## src/rtl/serial_adder.sv

```systemverilog
// ---------------------------------------------------------------------------
// serial_adder
//   Multi-cycle adder/subtractor that consumes DIGIT bits of the operands per
//   clock through a DIGIT-wide carry chain, finishing a WIDTH-bit operation in
//   N = WIDTH/DIGIT RUN cycles.
//
//   Ports
//     clk    : clock, all state on rising edge
//     rst_n  : asynchronous active-low reset
//     start  : operation request, sampled only in IDLE
//     sub    : 0 = a+b+c_in, 1 = a-b-c_in (c_in is then a borrow-in)
//     a, b   : operands, latched when start is accepted
//     c_in   : carry/borrow in, latched when start is accepted
//     busy   : high while the operation is running
//     done   : one-cycle pulse, result outputs valid
//     sum    : registered result, held until the next operation completes
//     c_out  : carry out of the MSB (subtract: 1 = no borrow)
//     ovf    : two's-complement overflow
// ---------------------------------------------------------------------------
module serial_adder #(
    parameter int WIDTH = 8,
    parameter int DIGIT = 1
) (
    input  logic             clk,
    input  logic             rst_n,
    input  logic             start,
    input  logic             sub,
    input  logic [WIDTH-1:0] a,
    input  logic [WIDTH-1:0] b,
    input  logic             c_in,
    output logic             busy,
    output logic             done,
    output logic [WIDTH-1:0] sum,
    output logic             c_out,
    output logic             ovf
);

    localparam int N     = WIDTH / DIGIT;
    localparam int CNT_W = (N > 1) ? $clog2(N) : 1;

    if ((WIDTH < 2) || (DIGIT < 1) || (WIDTH % DIGIT != 0)) begin : g_param_check
        $error("serial_adder: WIDTH must be >= 2 and DIGIT must divide WIDTH");
    end

    typedef enum logic [1:0] {
        IDLE = 2'd0,
        RUN  = 2'd1,
        DONE = 2'd2
    } state_t;

    state_t             state_reg, state_next;
    logic [CNT_W-1:0]   count_reg;
    logic [WIDTH-1:0]   a_reg, b_reg;
    logic               carry_reg;
    logic [WIDTH-1:0]   sum_reg;
    logic               c_out_reg, ovf_reg;

    logic               last_digit;
    logic [DIGIT:0]     chain;
    logic [DIGIT-1:0]   psum;
    logic [WIDTH-1:0]   a_shift, b_shift;

    assign last_digit = (count_reg == CNT_W'(N - 1));

    // DIGIT-wide ripple over the low digit of the shifting operand registers.
    assign chain[0] = carry_reg;
    for (genvar gi = 0; gi < DIGIT; gi++) begin : g_digit
        assign psum[gi]    = a_reg[gi] ^ b_reg[gi] ^ chain[gi];
        assign chain[gi+1] = (a_reg[gi] & b_reg[gi]) | (chain[gi] & (a_reg[gi] ^ b_reg[gi]));
    end

    // A doubles as the result shift register: the consumed digit leaves at the
    // bottom while the partial sum enters at the top, so after N shifts a_reg
    // holds the full result. sum only ever receives the completed word.
    if (DIGIT < WIDTH) begin : g_shift
        assign a_shift = {psum, a_reg[WIDTH-1:DIGIT]};
        assign b_shift = {{DIGIT{1'b0}}, b_reg[WIDTH-1:DIGIT]};
    end else begin : g_single
        assign a_shift = psum;
        assign b_shift = '0;
    end

    // ---------------- FSM ----------------
    always_ff @(posedge clk or negedge rst_n) begin
        if (!rst_n) begin
            state_reg <= IDLE;
        end else begin
            state_reg <= state_next;
        end
    end

    always_comb begin
        state_next = state_reg;
        busy       = 1'b0;
        done       = 1'b0;
        case (state_reg)
            IDLE: begin
                if (start) begin
                    state_next = RUN;
                end
            end
            RUN: begin
                busy = 1'b1;
                if (last_digit) begin
                    state_next = DONE;
                end
            end
            DONE: begin
                done       = 1'b1;
                state_next = IDLE;
            end
            default: begin
                state_next = IDLE;
            end
        endcase
    end

    // ---------------- datapath ----------------
    always_ff @(posedge clk or negedge rst_n) begin
        if (!rst_n) begin
            count_reg <= '0;
            a_reg     <= '0;
            b_reg     <= '0;
            carry_reg <= 1'b0;
            sum_reg   <= '0;
            c_out_reg <= 1'b0;
            ovf_reg   <= 1'b0;
        end else begin
            if ((state_reg == IDLE) && start) begin
                // Subtraction is A + ~B + ~borrow_in.
                count_reg <= '0;
                a_reg     <= a;
                b_reg     <= sub ? ~b : b;
                carry_reg <= c_in ^ sub;
            end else if (state_reg == RUN) begin
                count_reg <= count_reg + 1'b1;
                a_reg     <= a_shift;
                b_reg     <= b_shift;
                carry_reg <= chain[DIGIT];
                if (last_digit) begin
                    sum_reg   <= a_shift;
                    c_out_reg <= chain[DIGIT];
                    // chain[DIGIT-1] is the carry into bit WIDTH-1 on the last digit.
                    ovf_reg   <= chain[DIGIT] ^ chain[DIGIT-1];
                end
            end
        end
    end

    assign sum   = sum_reg;
    assign c_out = c_out_reg;
    assign ovf   = ovf_reg;

endmodule

```

## config.mk

```make
export PLATFORM = sky130hd
export DESIGN_NAME = serial_adder
export DESIGN_NICKNAME = d
export VERILOG_FILES = /design/src/rtl/serial_adder.sv
export SDC_FILE = /design/constraint.sdc
export NUM_CORES = 1
export LEC_CHECK = 0
export CORE_MARGIN = 1.5
export CORE_UTILIZATION = 35
export CTS_BUF_LIST = sky130_fd_sc_hd__clkbuf_16
export DETAILED_ROUTE_END_ITERATION = 8
export PLACE_DENSITY = 0.63
export SLEW_MARGIN = 10
export SYNTH_ARGS = -nofsm -noshare
export SYNTH_HDL_FRONTEND = slang
export SYNTH_SLANG_ARGS = --single-unit
```

## constraint.sdc

```tcl
create_clock -name clk -period 2.2 [get_ports clk]
set_clock_uncertainty 0.15 [all_clocks]
set_input_delay 0.33 -clock clk [delete_from_list [all_inputs] [get_ports clk]]
set_output_delay 0.33 -clock clk [all_outputs]
set_load 0.02 [all_outputs]
```

== After elaboration in Yosys (flattened, before gate mapping) ==
Index checks and enable logic that the tools add are counted.
Cells by class
  add/sub/neg operators: 1
  equal/unequal tests: 5
  mux-type cells: 14
  bitwise logic cells: 9
  reductions and logical operators: 5
Operators by type and width (number)
  2-to-1 mux 8 bit: 5
  inverter 8 bit: 1
  2-to-1 mux 3 bit: 2
  2-to-1 mux 1 bit: 4
  2-to-1 mux 2 bit: 2
  != test 2 bit, second input constant: 2
  case mux 2 bit (2 select lines): 1
  XOR 1 bit: 4
  adder 3 x 1 -> 3 bit, second input constant: 1
  == test 3 bit, second input constant: 1
  AND reduction 3 bit: 1
  bitwise AND 1 bit: 2
  == test 2 x 1 -> 1 bit, second input constant: 1
  == test 2 bit, second input constant: 1
  zero test 2 bit: 1
  AND reduction 2 bit: 1
  nonzero test 2 bit: 1
  logical AND 1 bit: 1
  inverter 1 bit: 1
  OR 1 bit: 1
Storage, ports and cells
  register bits: 32
  output and inout bits: 12
  logic and storage cells: 42

== Longest topological paths before layout ==
Gate-level depths: netlist of the first run.
  depth after elaboration: 5
  depth in mapped cells: 6

== Least setup slack after synthesis of the first run ==
No wires, ideal clock.
  path kind: flip-flop to flip-flop
  from: register count_reg[0]
  to: register c_out_reg (netlist: c_out)
  library setup time: 125 ps
  data arrival time: 1305 ps
  data required time: 1925 ps
  setup slack: 620 ps
  cell stages (with the launch flop): 6
  clock period less this slack: 1580 ps
  cells stage by stage: dfrtp_1 ha_1 ha_1 nand3b_4 buf_6 mux2_2
On the way
  longest elaborated chain between the ends: 2
RTL lines
  start: declaration: line 52  | logic [CNT_W-1:0] count_reg;
  start signal: assignment: line 136  | count_reg <= count_reg + 1'b1;
  == test 3 bit: line 63  | assign last_digit = (count_reg == CNT_W'(N - 1));
  AND reduction 3 bit (no source line)
  end signal: assignment: line 142  | c_out_reg <= chain[DIGIT];
  end: declaration: line 56  | logic c_out_reg, ovf_reg;
No other way between the ends.
A chain may end at the register's enable or synchronous reset.

== Worst setup path after layout of the first run ==
  from: register state_reg[1]
  to: output port done
On the way
  longest elaborated chain between the ends: 2
RTL lines
  start: declaration: line 51  | state_t state_reg, state_next;
  start signal: assignment: line 88  | state_reg <= state_next;
  == test 2 bit: line 96  | case (state_reg)
  2-to-1 mux 1 bit: line 96
  end: declaration: line 32  | output logic done,
No other way between the ends.

==> flow_summary.json, run 1 <==
{
  "tightest_slew_ns": 0.485,
  "period_needed_ns": 2.02,
  "synthCells": 131,
  "cts_max_level": 2,
  "holdBufCountCts": 0,
  "die_width_um": 69.3,
  "gp_congestion": 0.748,
  "wirelength_um": 3170,
  "worstSetupEndpointType": "primary output",
  "final-seq-area_um2": 802,
  "cts_made_buffers": 5,
  "via_count": 1128,
  "dp_slack_ns": 0.225,
  "p_leak_nw": 0.915,
  "critPathArrivalTime_ns": 1.54,
  "path_class": "reg -> out",
  "synth_top_area_share": 0.521,
  "fin_crit_sh": 0.920,
  "yosysSeqAreaShare": 0.521,
  "syn_avg_cell_area_um2": 11.7,
  "cp_max_fo": 7,
  "grt_max_degree": 33,
  "synth-seq-cells": 32,
  "synth_most_common_cell": "dfrtp_1",
  "die_h_um": 69.3,
  "yosysTopAreaCell": "dfrtp_1",
  "grt_setup_unrepaired": "false",
  "drive_gt1_frac": 0.182,
  "hp-class": "in -> async",
  "worst_slack_ns": 0.176,
  "relSlewSlack": 0.676,
  "portBuffers": 32,
  "coreArea_um2": 4120,
  "grt_use_total": 0.143,
  "peakVddDrop_v": 0.000361,
  "cts.path.max_buffers": 2,
  "grt_pass1_vias": 1142,
  "fmax_ghz": 0.494,
  "fill_cells": 370,
  "grt-ovfl-total": 0,
  "dr.first_iter.drc_count": 109,
  "ys_top_cells_by_area": "dfrtp_1, mux2_2, xor2_1",
  "layout.nets": 193,
  "synth_edf_count": 0,
  "synth_nets": 155,
  "maxSlewViolCount": 0,
  "hpwl_um": 2190,
  "ios": 33,
  "via_per_inst": 5.13,
  "syn2layout_area_growth_pct": 33.8,
  "final_cells": 220,
  "async_reset_ff_frac": 1.00,
  "multi_input_area_um2": 647,
  "maxCapViolations": 0,
  "powerDensity_nw_per_um2": 1330,
  "clk_pin_slew_ns": 0.05,
  "finalSetupViolCount": 0,
  "grt_pass1_wl_um": 5420,
  "ys_types": 26,
  "syn_area_um2": 1540,
  "cts_tree": "done",
  "tns_ns": 0,
  "fin_util": 0.500,
  "antenna_found_initial": 0,
  "hold_violations": 0,
  "clock-sinks": 32,
  "clock_latency_ns": 0.27,
  "synth_top_cells_by_count": "dfrtp_1, nand2_1, o21ai_0",
  "required_ns": 1.72,
  "diodes": 0,
  "dpl.cell_count": 212,
  "start_util": 0.374,
  "die-area_um2": 4800,
  "startpoint_type": "flip-flop",
  "routedWlPerCell_um": 14.4,
  "cts.root.buffer_cell": "clkbuf_16",
  "first_pass_iters": 5,
  "antenna_left": 0,
  "synth_warnings": 0,
  "synth_flop_cell": "dfrtp_1",
  "outcome": "complete, no violations",
  "drc": 0,
  "rows": 23
}
-- power breakdown --
part	internal, W	leakage, nW	switching [W]
registers	0.000848	0.403	0.000177
logic	0.000572	0.442	0.000496
clock network	0.000410	0.0710	0.000241
total	0.00183	0.915	0.000914
-- metrics by stage --
step           cell area (um^2)  hold slack, ns  total power [W]
4_1_cts                    2060           0.328          0.00278
6_report                   2060           0.308          0.00274
3_5_place_dp               1920           0.321          0.00211
5_1_grt                    2060           0.354          0.00295
2_1_floorplan              1540          -0.116          0.00172
3_3_place_gp               1920           0.314          0.00207
-- repair_timing --
action                                  in CTS  in global routing
endpoints found under the setup margin       0                  1
gates resized for setup                      0                  1
setup buffers                                0                  0
endpoints found under the hold margin        0                  0
-- critical path, cell delays in order, from the launching register on --
cell	delay [ns]
dfrtp_2	0.45
inv_1	0.10
nor2_1	0.10
clkdlybuf4s50_1	0.62
-- routing by layer --
metal | vias up | global-route usage | wire length [um]
met5 | - | 0 | 0
met4 | 0 | 0.0654 | 63
met3 | 6 | 0.0392 | 157
met2 | 37 | 0.218 | 1520
met1 | 541 | 0.189 | 1430
li1 | 544 | - | -
-- path summary, 6_finish.rpt --
kind                       slack (ns)                       end                     start  cells after the start
max reg2reg                      0.57         c_out$_DFFE_PN0P_  count_reg[0]$_DFFE_PN0P_                      4
max                              0.18                      done  state_reg[1]$_DFFE_PN0P_                      3
max in group asynchronous        1.28  state_reg[1]$_DFFE_PN0P_                     rst_n                      2
min                              0.31        sum[5]$_DFFE_PN0P_                     rst_n                      2
min reg2reg                      0.33      b_reg[4]$_DFFE_PN0P_      b_reg[4]$_DFFE_PN0P_                      2
min in group clk                 0.33      b_reg[4]$_DFFE_PN0P_      b_reg[4]$_DFFE_PN0P_                      2
-- final cells by class --
type,count,share of cell area
flip-flops and latches,32,0.390
multi-input cells,84,0.314
repair buffers,41,0.189
clock buffers,5,0.0608
well taps,50,0.0304
inverters,5,0.00912
clock inverters,3,0.00669
-- kinds of logic after synthesis --
logic type,count (synthesis),share of synthesized area
compound gates,34,0.157
simple gates,24,0.0846
mux,13,0.0928
flops,32,0.521
fa+ha+maj,3,0.0293
xor+xnor,10,0.0570
buf+inv,15,0.0586
-- layout by cell type (no fill, tap or decap) --
| master | netlist | routed |
|---|---|---|
| o21ai_0 | 13 | 13 |
| mux2_2 | 10 | 10 |
| fa_1 | 1 | 1 |
| buf_4 | 2 | 9 |
| ha_1 | 2 | 2 |
| mux2i_1 | 3 | 3 |
| dfrtp_2 | 0 | 1 |
| nor3b_2 | 1 | 1 |
| nor2_1 | 2 | 2 |
| nand2_1 | 17 | 17 |
| clkdlybuf4s50_1 | 0 | 32 |
| a222oi_1 | 5 | 5 |
| a31oi_1 | 1 | 1 |
| a22oi_1 | 8 | 8 |
| xor2_1 | 8 | 8 |
| o21bai_2 | 1 | 1 |
| nand3b_4 | 1 | 1 |
| inv_1 | 5 | 5 |
| a22o_1 | 3 | 3 |
| nor2b_1 | 2 | 2 |
| a21oi_1 | 1 | 1 |
| clkinv_1 | 0 | 1 |
| dfrtp_1 | 32 | 31 |
| a2bb2oi_1 | 2 | 2 |
| clkbuf_16 | 0 | 5 |
| nor2b_4 | 1 | 1 |
| xnor2_1 | 2 | 2 |
| clkinv_2 | 0 | 2 |
No activity file was read; power rests on OpenSTA's default activity.
==> run 2, diff against run 1 <==
Settings changed: CORE_UTILIZATION 35 to 45, PLACE_DENSITY 0.63 to 0.76.
==> run 2 against run 1 <==
Combinational power about the same. Global-route usage up 5.1 points. Clock power down 2%. Clock-buffer cell count unchanged. Largest cell class unchanged.
==> flow_summary.json, run 2 (synthesis results as in run 1) <==
{
  "dr.first_iter.drc_count": 82,
  "required_ns": 1.72,
  "top_layer": "met4",
  "ios": 33,
  "gp_congestion": 0.830,
  "cts.root.buffer_cell": "clkbuf_16",
  "design_area_um2": 2040,
  "finalSetupViolCount": 0,
  "hpwl_um": 2200,
  "cts_max_level": 2,
  "final_common_cell": "clkdlybuf4s50_1",
  "final-seq-area_um2": 802,
  "grt_pass1_wl_um": 5060,
  "worstSetupEndpointType": "primary output",
  "r2r-start": "state_reg[1]$_DFFE_PN0P_",
  "wl_met3_um": 199,
  "first_pass_iters": 4,
  "multi_input_area_um2": 647,
  "dp_slack_ns": 0.218,
  "holdBufCountCts": 0,
  "grt_use_total": 0.194,
  "portBuffers": 32,
  "p_leak_nw": 0.913,
  "cp-startpoint": "state_reg[0]$_DFFE_PN0P_",
  "rows": 21,
  "coreArea_um2": 3310,
  "startpoint_type": "flip-flop",
  "layout.nets": 192,
  "grt-ovfl-total": 0,
  "clock-sinks": 32,
  "fin_crit_sh": 0.952,
  "placed_area_um2": 1900,
  "cp_max_fo": 8,
  "clock_latency_ns": 0.28,
  "relSlewSlack": 0.680,
  "antenna_left": 0,
  "diodes": 0,
  "clk_pin_slew_ns": 0.05,
  "hp-class": "in -> async",
  "reg2reg_slack_ns": 0.53,
  "cts_tree": "done",
  "maxCapViolations": 0,
  "mostFrequentLayoutCells": "clkdlybuf4s50_1, dfrtp_1, nand2_1, o21ai_0, mux2_2",
  "tightest_slew_ns": 0.478,
  "die_h_um": 61.5,
  "cts_resized": 1,
  "drc": 0,
  "tns_ns": 0,
  "maxSlewViolCount": 0,
  "hold_violations": 0,
  "fill_cells": 286,
  "drive_gt1_frac": 0.166,
  "wirelength_um": 3180,
  "grt_setup_unrepaired": "false",
  "die-area_um2": 3780,
  "route.met2.wl_um": 1510,
  "wl_met1_um": 1390,
  "path_class": "reg -> out",
  "die_width_um": 61.5,
  "post-cts-setup-buffers": 0,
  "grt_pass1_vias": 1107,
  "powerDensity_nw_per_um2": 1340,
  "outcome": "complete, no violations",
  "via_per_inst": 5.39,
  "grt_max_degree": 33,
  "fin_util": 0.617,
  "period_needed_ns": 2.10,
  "start_util": 0.464,
  "via_count": 1159,
  "peakVddDrop_v": 0.000404,
  "worst_slack_ns": 0.105,
  "syn2layout_area_growth_pct": 32.8,
  "fmax_ghz": 0.477,
  "cts_made_buffers": 5,
  "critPathArrivalTime_ns": 1.62,
  "antenna_found_initial": 0,
  "cts.path.max_buffers": 2,
  "routedWlPerCell_um": 14.8
}
==> run 2: final timing paths <==
kind,to,depth (start not counted)
setup / recovery,busy,2
hold / removal,c_out$_DFFE_PN0P_,2
setup reg to reg,b_reg[7]$_DFFE_PN0P_,4
hold reg to reg,b_reg[3]$_DFFE_PN0P_,2
max in group asynchronous,state_reg[1]$_DFFE_PN0P_,2
min in group clk,b_reg[3]$_DFFE_PN0P_,2
==> run 2: power by group <==
part | internal, W | switching [W] | leakage, nW
clock | 0.000405 | 0.000229 | 0.0738
combinational | 0.000563 | 0.000492 | 0.437
sequential | 0.000848 | 0.000193 | 0.403
total | 0.00182 | 0.000914 | 0.913
==> run 2: final cells by class <==
class	count	area share
inverter	5	0.00919
multi-input combinational	84	0.317
tap	46	0.0282
sequential	32	0.393
clock inverter	3	0.00551
clock buffer	5	0.0613
timing repair buffer	40	0.186
==> run 2: per-stage QoR <==
stage	std cells	hold slack, ns	total power, W
finish	215	0.303	0.00273
global route	215	0.349	0.00292
CTS	215	0.321	0.00275
detailed placement	207	0.330	0.00210
global placement	207	0.318	0.00206
floorplan	131	-0.116	0.00172
==> run 2: routing by layer <==
metal	GRT usage	up-vias
met5	0	-
met4	0.109	0
met3	0.0735	6
met2	0.301	39
met1	0.231	576
li1	-	538
==> run 2: worst max-delay path: stages (launching register included) <==
cell and delay, ns:
dfrtp_1 0.52, nor2b_4 0.22, clkdlybuf4s50_1 0.60
==> RTL change 1, RTL diff (flow settings as in run 1) <==
Change the parameter `WIDTH` from 8 to 4.
--- a/src/rtl/serial_adder.sv
+++ b/src/rtl/serial_adder.sv
@@ -18,7 +18,7 @@
 //     ovf    : two's-complement overflow
 // ---------------------------------------------------------------------------
 module serial_adder #(
-    parameter int WIDTH = 8,
+    parameter int WIDTH = 4,
     parameter int DIGIT = 1
 ) (
     input  logic             clk,
Ports: changed (resized a, b and sum); port bits go from 33 to 21. The function was not compared with the original's and may differ.
==> RTL change 1 against run 1 <==
- final area shrank 39%
- area after synthesis shrank 39%
- register-to-register slack gained 0.15 ns
- setup slack gained 0.022 ns
- fmax grew 1.1%
- total power shrank 36%
- first-iteration DRC count shrank 91%
- count of clock-buffer cells in the layout shrank 2
- utilization grew 0.22 points
- sequential cell count shrank 13
- non-clock buffer count shrank 17
- routed wire length shrank 44%
- clock power shrank 45%
==> RTL change 1: results (changes against run 1) <==
* Leakage power of the design at 0.575 nW (was 0.915 nW)
* First-pass GRT wire length at 2890 µm (was 5420 µm)
* Inserted Clock Buffers at 3 (was 5)
* Pin count of the biggest net entering global routing at 20 (was 33)
* Tightest Pin Transition at 0.329 ns (was 0.485 ns)
* Clock-pin slew on the worst setup and hold paths at 0.05 ns (about the same)
* Area of the multi-input gates at 429 µm² (was 647 µm²)
* Syn_nets at 94 (was 155)
* Share of post-route cells with drive strength above 1 at 0.107 (was 0.182)
* Fill cell count at 226 (was 370)
* Inst Count DP at 129 (was 212)
* Via-per-instance ratio at 5.14 (was 5.13)
* Status: complete, no violations (unchanged)
* H-tree levels at 1 (was 2)
* Aggregate negative setup slack at 0 ns (unchanged)
* Reg2Reg Setup Slack at 0.72 ns (was 0.57 ns)
* Port Buf Inserts at 20 (was 32)
* Worst Setup EP: busy (was done)
* Drt wl/cell at 13.3 µm (was 14.4 µm)
* Worst-skew pair later-pin latency at 0.24 ns (was 0.27 ns)
* Yosys cell types at 25 (was 26)
* Nets at 119 (was 193)
* Reg-to-reg startpoint: b_reg[0] (was count_reg[0])
* IR drop worst, VDD at 0.695 mV (was 0.361 mV)
* Met2 GRT Util at 0.212 (was 0.218)
* Placed instance area at 1180 µm² (was 1920 µm²)
* Grt met1 use at 0.189 (about the same)
* R2R depth at 2 (was 4)
* Routability-driven placement congestion ratio at 0.739 (was 0.748)
* Final HPWL DP at 1290 µm (was 2190 µm)
* Vias in the first global route at 620 (was 1142)
* CP Data Arrival Time at 1.52 ns (was 1.54 ns)
* Met3 usage at 0.0273 (was 0.0392)
* Critical path launch point: state_reg[0] (was state_reg[1])
* Dpl ws at 0.429 ns (was 0.225 ns)
* Synth area leaders: dfrtp_1, a22oi_1, mux2_1 (was dfrtp_1, mux2_2, xor2_1)
* Commonest cells post-synth: dfrtp_1, a22oi_1, a21oi_1, nand2_1 (was dfrtp_1, nand2_1, o21ai_0)
* Syn Area/Cell at 11.9 µm² (was 11.7 µm²)
* NetSw at 605 µW (was 914 µW)
* Post-synthesis sequential area ratio at 0.507 (was 0.521)
* Total track usage at 0.139 (was 0.143)
* Setup ws final at 0.198 ns (was 0.176 ns)
* DRT iter0 DRCs at 10 (was 109)
[RTL change 1: power groups by stage]
stage	clock [mW]	combinational [mW]	sequential [mW]
after floorplan	0	0.469	0.672
after global placement	0	0.762	0.627
after detailed placement	0	0.777	0.633
after CTS	0.367	0.783	0.627
after global routing	0.390	0.847	0.651
final	0.356	0.771	0.625
[RTL change 1: worst min path at each step]
stage,slack (ns),to,depth (start not counted)
floorplan,-0.12,a_reg[0],0
global placement,0.32,ovf,2
detailed placement,0.32,ovf,2
CTS,0.29,a_reg[0],2
global route,0.31,state_reg[1],2
finish,0.27,state_reg[1],2
[RTL change 1: critical path: stages, from the launching register on]
cell and delay, ns:
dfrtp_1 0.46, nor2b_1 0.20, clkdlybuf4s50_1 0.62
[RTL change 1: layout make-up]
class | instances | area share
Tap cell | 30 | 0.0299
Clock buffer | 3 | 0.0598
Timing Repair Buffer | 24 | 0.183
Sequential cell | 19 | 0.379
Clock inverter | 1 | 0.00299
Multi-Input combinational cell | 55 | 0.342
Inverter | 1 | 0.00299
[RTL change 1: routing by layer]
| layer | part of all wire | wire length [µm] | vias to the layer above |
|---|---|---|---|
| met2 | 0.49 | 860 | 22 |
| met1 | 0.45 | 794 | 328 |
| met4 | 0.011 | 19 | 0 |
| met3 | 0.055 | 97 | 2 |
| li1 | - | - | 332 |
| met5 | 0 | 0 | - |
[RTL change 1: cells by family (layout without fill, tap and decap cells)]
kind of cell             count (synthesis)  after routing  synth area share
multiplexers                             6              6            0.0760
buffers and inverters                    5             29            0.0360
AO/OA/AOI/OAI                           24             24             0.169
flip-flops                              19             19             0.507
AND/OR/NAND/NOR                         17             17             0.121
XOR/XNOR                                 6              6            0.0560
adder cells (fa/ha/maj)                  2              2            0.0347
==> RTL change 2, RTL diff (config.mk and constraints of run 1) <==
Without the edit above. Add an input register stage for `start`, `sub`, `a`, `b` and `c_in`; this delays them by one clock.
--- a/src/rtl/serial_adder.sv
+++ b/src/rtl/serial_adder.sv
@@ -37,6 +37,20 @@
 
     localparam int N     = WIDTH / DIGIT;
     localparam int CNT_W = (N > 1) ? $clog2(N) : 1;
+
+    logic start_q;
+    logic sub_q;
+    logic [WIDTH-1:0] a_q;
+    logic [WIDTH-1:0] b_q;
+    logic c_q;
+
+    always_ff @(posedge clk) begin
+        start_q <= start;
+        sub_q   <= sub;
+        a_q     <= a;
+        b_q     <= b;
+        c_q     <= c_in;
+    end
 
     if ((WIDTH < 2) || (DIGIT < 1) || (WIDTH % DIGIT != 0)) begin : g_param_check
         $error("serial_adder: WIDTH must be >= 2 and DIGIT must divide WIDTH");
@@ -95,7 +109,7 @@
         done       = 1'b0;
         case (state_reg)
             IDLE: begin
-                if (start) begin
+                if (start_q) begin
                     state_next = RUN;
                 end
             end
@@ -126,12 +140,12 @@
             c_out_reg <= 1'b0;
             ovf_reg   <= 1'b0;
         end else begin
-            if ((state_reg == IDLE) && start) begin
+            if ((state_reg == IDLE) && start_q) begin
                 // Subtraction is A + ~B + ~borrow_in.
                 count_reg <= '0;
-                a_reg     <= a;
-                b_reg     <= sub ? ~b : b;
-                carry_reg <= c_in ^ sub;
+                a_reg     <= a_q;
+                b_reg     <= sub_q ? ~b_q : b_q;
+                carry_reg <= c_q ^ sub_q;
             end else if (state_reg == RUN) begin
                 count_reg <= count_reg + 1'b1;
                 a_reg     <= a_shift;
Formal check against the unedited RTL: not equivalent (a bounded check fails within 4 cycles, from zero or initial values and one cycle with rst_n low).
==> RTL change 2 against run 1 <==
- register-to-register slack lost 0.21 ns
- via count grew 8.3%
- total power grew 22%
- setup slack lost 0.096 ns
- critical path type unchanged
- clock power grew 29%
- area after synthesis grew 22%
- final area grew 19%
- count of clock-buffer cells in the layout is the same
- routed wire length grew 6.7%
- critical path depth shrank 1
- sequential cell count grew 19
- largest power group is now registers
==> RTL change 2: results (changes against run 1) <==
* Share of post-route cells with drive strength above 1 at 0.120 (was 0.182)
* H-tree levels at 2 (unchanged)
* Mux cell area share after synthesis at 0.0758 (was 0.0928)
* Yosys warns at 0 (unchanged)
* Max clock buf depth at 2 (unchanged)
* Total track usage at 0.128 (was 0.143)
* Initial antenna violation count at 0 (unchanged)
* Vias in the first global route at 1250 (was 1142)
* Dominant register cell in the synthesized netlist: dfrtp_1 (unchanged)
* IR drop worst, VDD at 0.482 mV (was 0.361 mV)
* Leakage power of the design at 1.06 nW (was 0.915 nW)
* Reg2Reg Setup Slack at 0.36 ns (was 0.57 ns)
* # diodes at 0 (unchanged)
* Largest family of logic cells by synthesized area: compound AO/OA/AOI/OAI gates (unchanged)
* R2R depth at 5 (was 4)
* Synth area leaders: dfrtp_1, dfxtp_1, mux2_2 (was dfrtp_1, mux2_2, xor2_1)
* Critical-path maximum fanout at 14 (was 7)
* Global route overflow at 0 (unchanged)
* Port Buf Inserts at 32 (unchanged)
* Syn Inst Count at 154 (was 131)
* Syn_nets at 178 (was 155)
* Nets at 214 (was 193)
* Non-filler cells, final at 261 (was 220)
* Worst-skew pair later-pin latency at 0.28 ns
* Via count at 1222 (was 1128)
* Fill cell count at 492 (was 370)
* DRT Pass-1 Iters at 4 (was 5)
* Critical path launch point: state_reg[1] (unchanged)
* Post-synthesis sequential area ratio at 0.628 (was 0.521)
* Sw frac at 0.305 (was 0.333)
* First-pass GRT wire length at 5950 µm (was 5420 µm)
* Reg-to-reg startpoint: count_reg[0] (unchanged)
* Routability-driven placement congestion ratio at 0.792 (was 0.748)
* Compound-Gate Fraction of Synth Area at 0.130 (was 0.157)
* Critical Path Sink Type: output pin (unchanged)
* Commonest cells post-synth: dfrtp_1, dfxtp_1, o21ai_0 (was dfrtp_1, nand2_1, o21ai_0)
* Synth Area in XOR/XNOR at 0.0466 (was 0.0570)
* CP Data Arrival Time at 1.64 ns (was 1.54 ns)
* Ys async rst share at 0.627 (was 1.00)
* R2r endpoint: sum[2] (was c_out)
* Pin count of the biggest net entering global routing at 33 (unchanged)
* Post-cts resize count at 0 (unchanged)
* EDFF count, synth at 0 (unchanged)
* Clock root buffer master: clkbuf_16 (unchanged)
* Post-CTS setup repair buffer count at 0 (unchanged)
* Status: complete, no violations (unchanged)
* DRT iter0 DRCs at 55 (was 109)
* Final HPWL DP at 2360 µm (was 2190 µm)
* Yosys cell types at 25 (was 26)
* Synth Area in Adders at 0.0240 (was 0.0293)
* Inserted Clock Buffers at 5 (unchanged)
* Inst Count DP at 253 (was 212)
* Slew HR at 0.523 (was 0.676)
* Hold Crit Class: in -> async (unchanged)
* Clock-pin slew on the worst setup and hold paths at roughly 0.06 ns
* Final wirelength at 3380 µm (was 3170 µm)
[RTL change 2: logic make-up after synthesis]
logic type,Yosys count
AND/OR/NAND/NOR,24
multiplexers,13
flip-flops,51
buffers and inverters,11
XOR/XNOR,10
AO/OA/AOI/OAI,42
adder cells (fa/ha/maj),3
[RTL change 2: worst max-delay path by stage]
stage	endpoint	slack, ns	depth (start not counted)
after floorplan	c_out	0.52	5
after global placement	done	0.41	2
after detailed placement	c_out	0.36	5
after CTS	done	0.08	2
after global routing	done	0.01	2
final	done	0.08	2
[RTL change 2: power by group through the flow]
stage          Clock (mW)  Combinational (mW)  Sequential (mW)
6_report            0.842                1.08             1.43
2_1_floorplan           0               0.624             1.48
5_1_grt             0.899                1.17             1.48
3_3_place_gp            0                1.06             1.44
3_5_place_dp            0                1.09             1.45
4_1_cts             0.862                1.09             1.43
[RTL change 2: metal layers]
layer / vias to the layer above / wire length, µm / GRT usage
met3: 5 / 196 / 0.0395
met2: 34 / 1650 / 0.205
met1: 585 / 1500 / 0.164
li1: 598 / - / -
met4: 0 / 34 / 0.0444
met5: - / 0 / 0
[RTL change 2: per-stage QoR]
step	util	power, mW	hold slack, ns	cell area [µm²]
after floorplan	-	2.11	-0.116	1880
after global placement	0.445	2.49	0.315	2290
after detailed placement	0.445	2.54	0.335	2290
after CTS	0.477	3.39	0.312	2450
after global routing	0.477	3.55	0.328	2450
final	0.477	3.35	0.300	2450
[RTL change 2: final cells by class]
cell class	instances	area, µm²	share of cell area
Sequential cell	51	1180	0.481
Multi-Input combinational cell	92	648	0.264
Timing Repair Buffer	38	365	0.149
Clock buffer	5	125	0.0510
Tap cell	70	87.6	0.0357
Clock inverter	3	38.8	0.0158
Inverter	2	7.51	0.00306
[RTL change 2: critical path: stages (launching register included)]
cell and delay (ns):
dfrtp_1 0.58, nor2b_1 0.18, clkdlybuf4s50_1 0.60
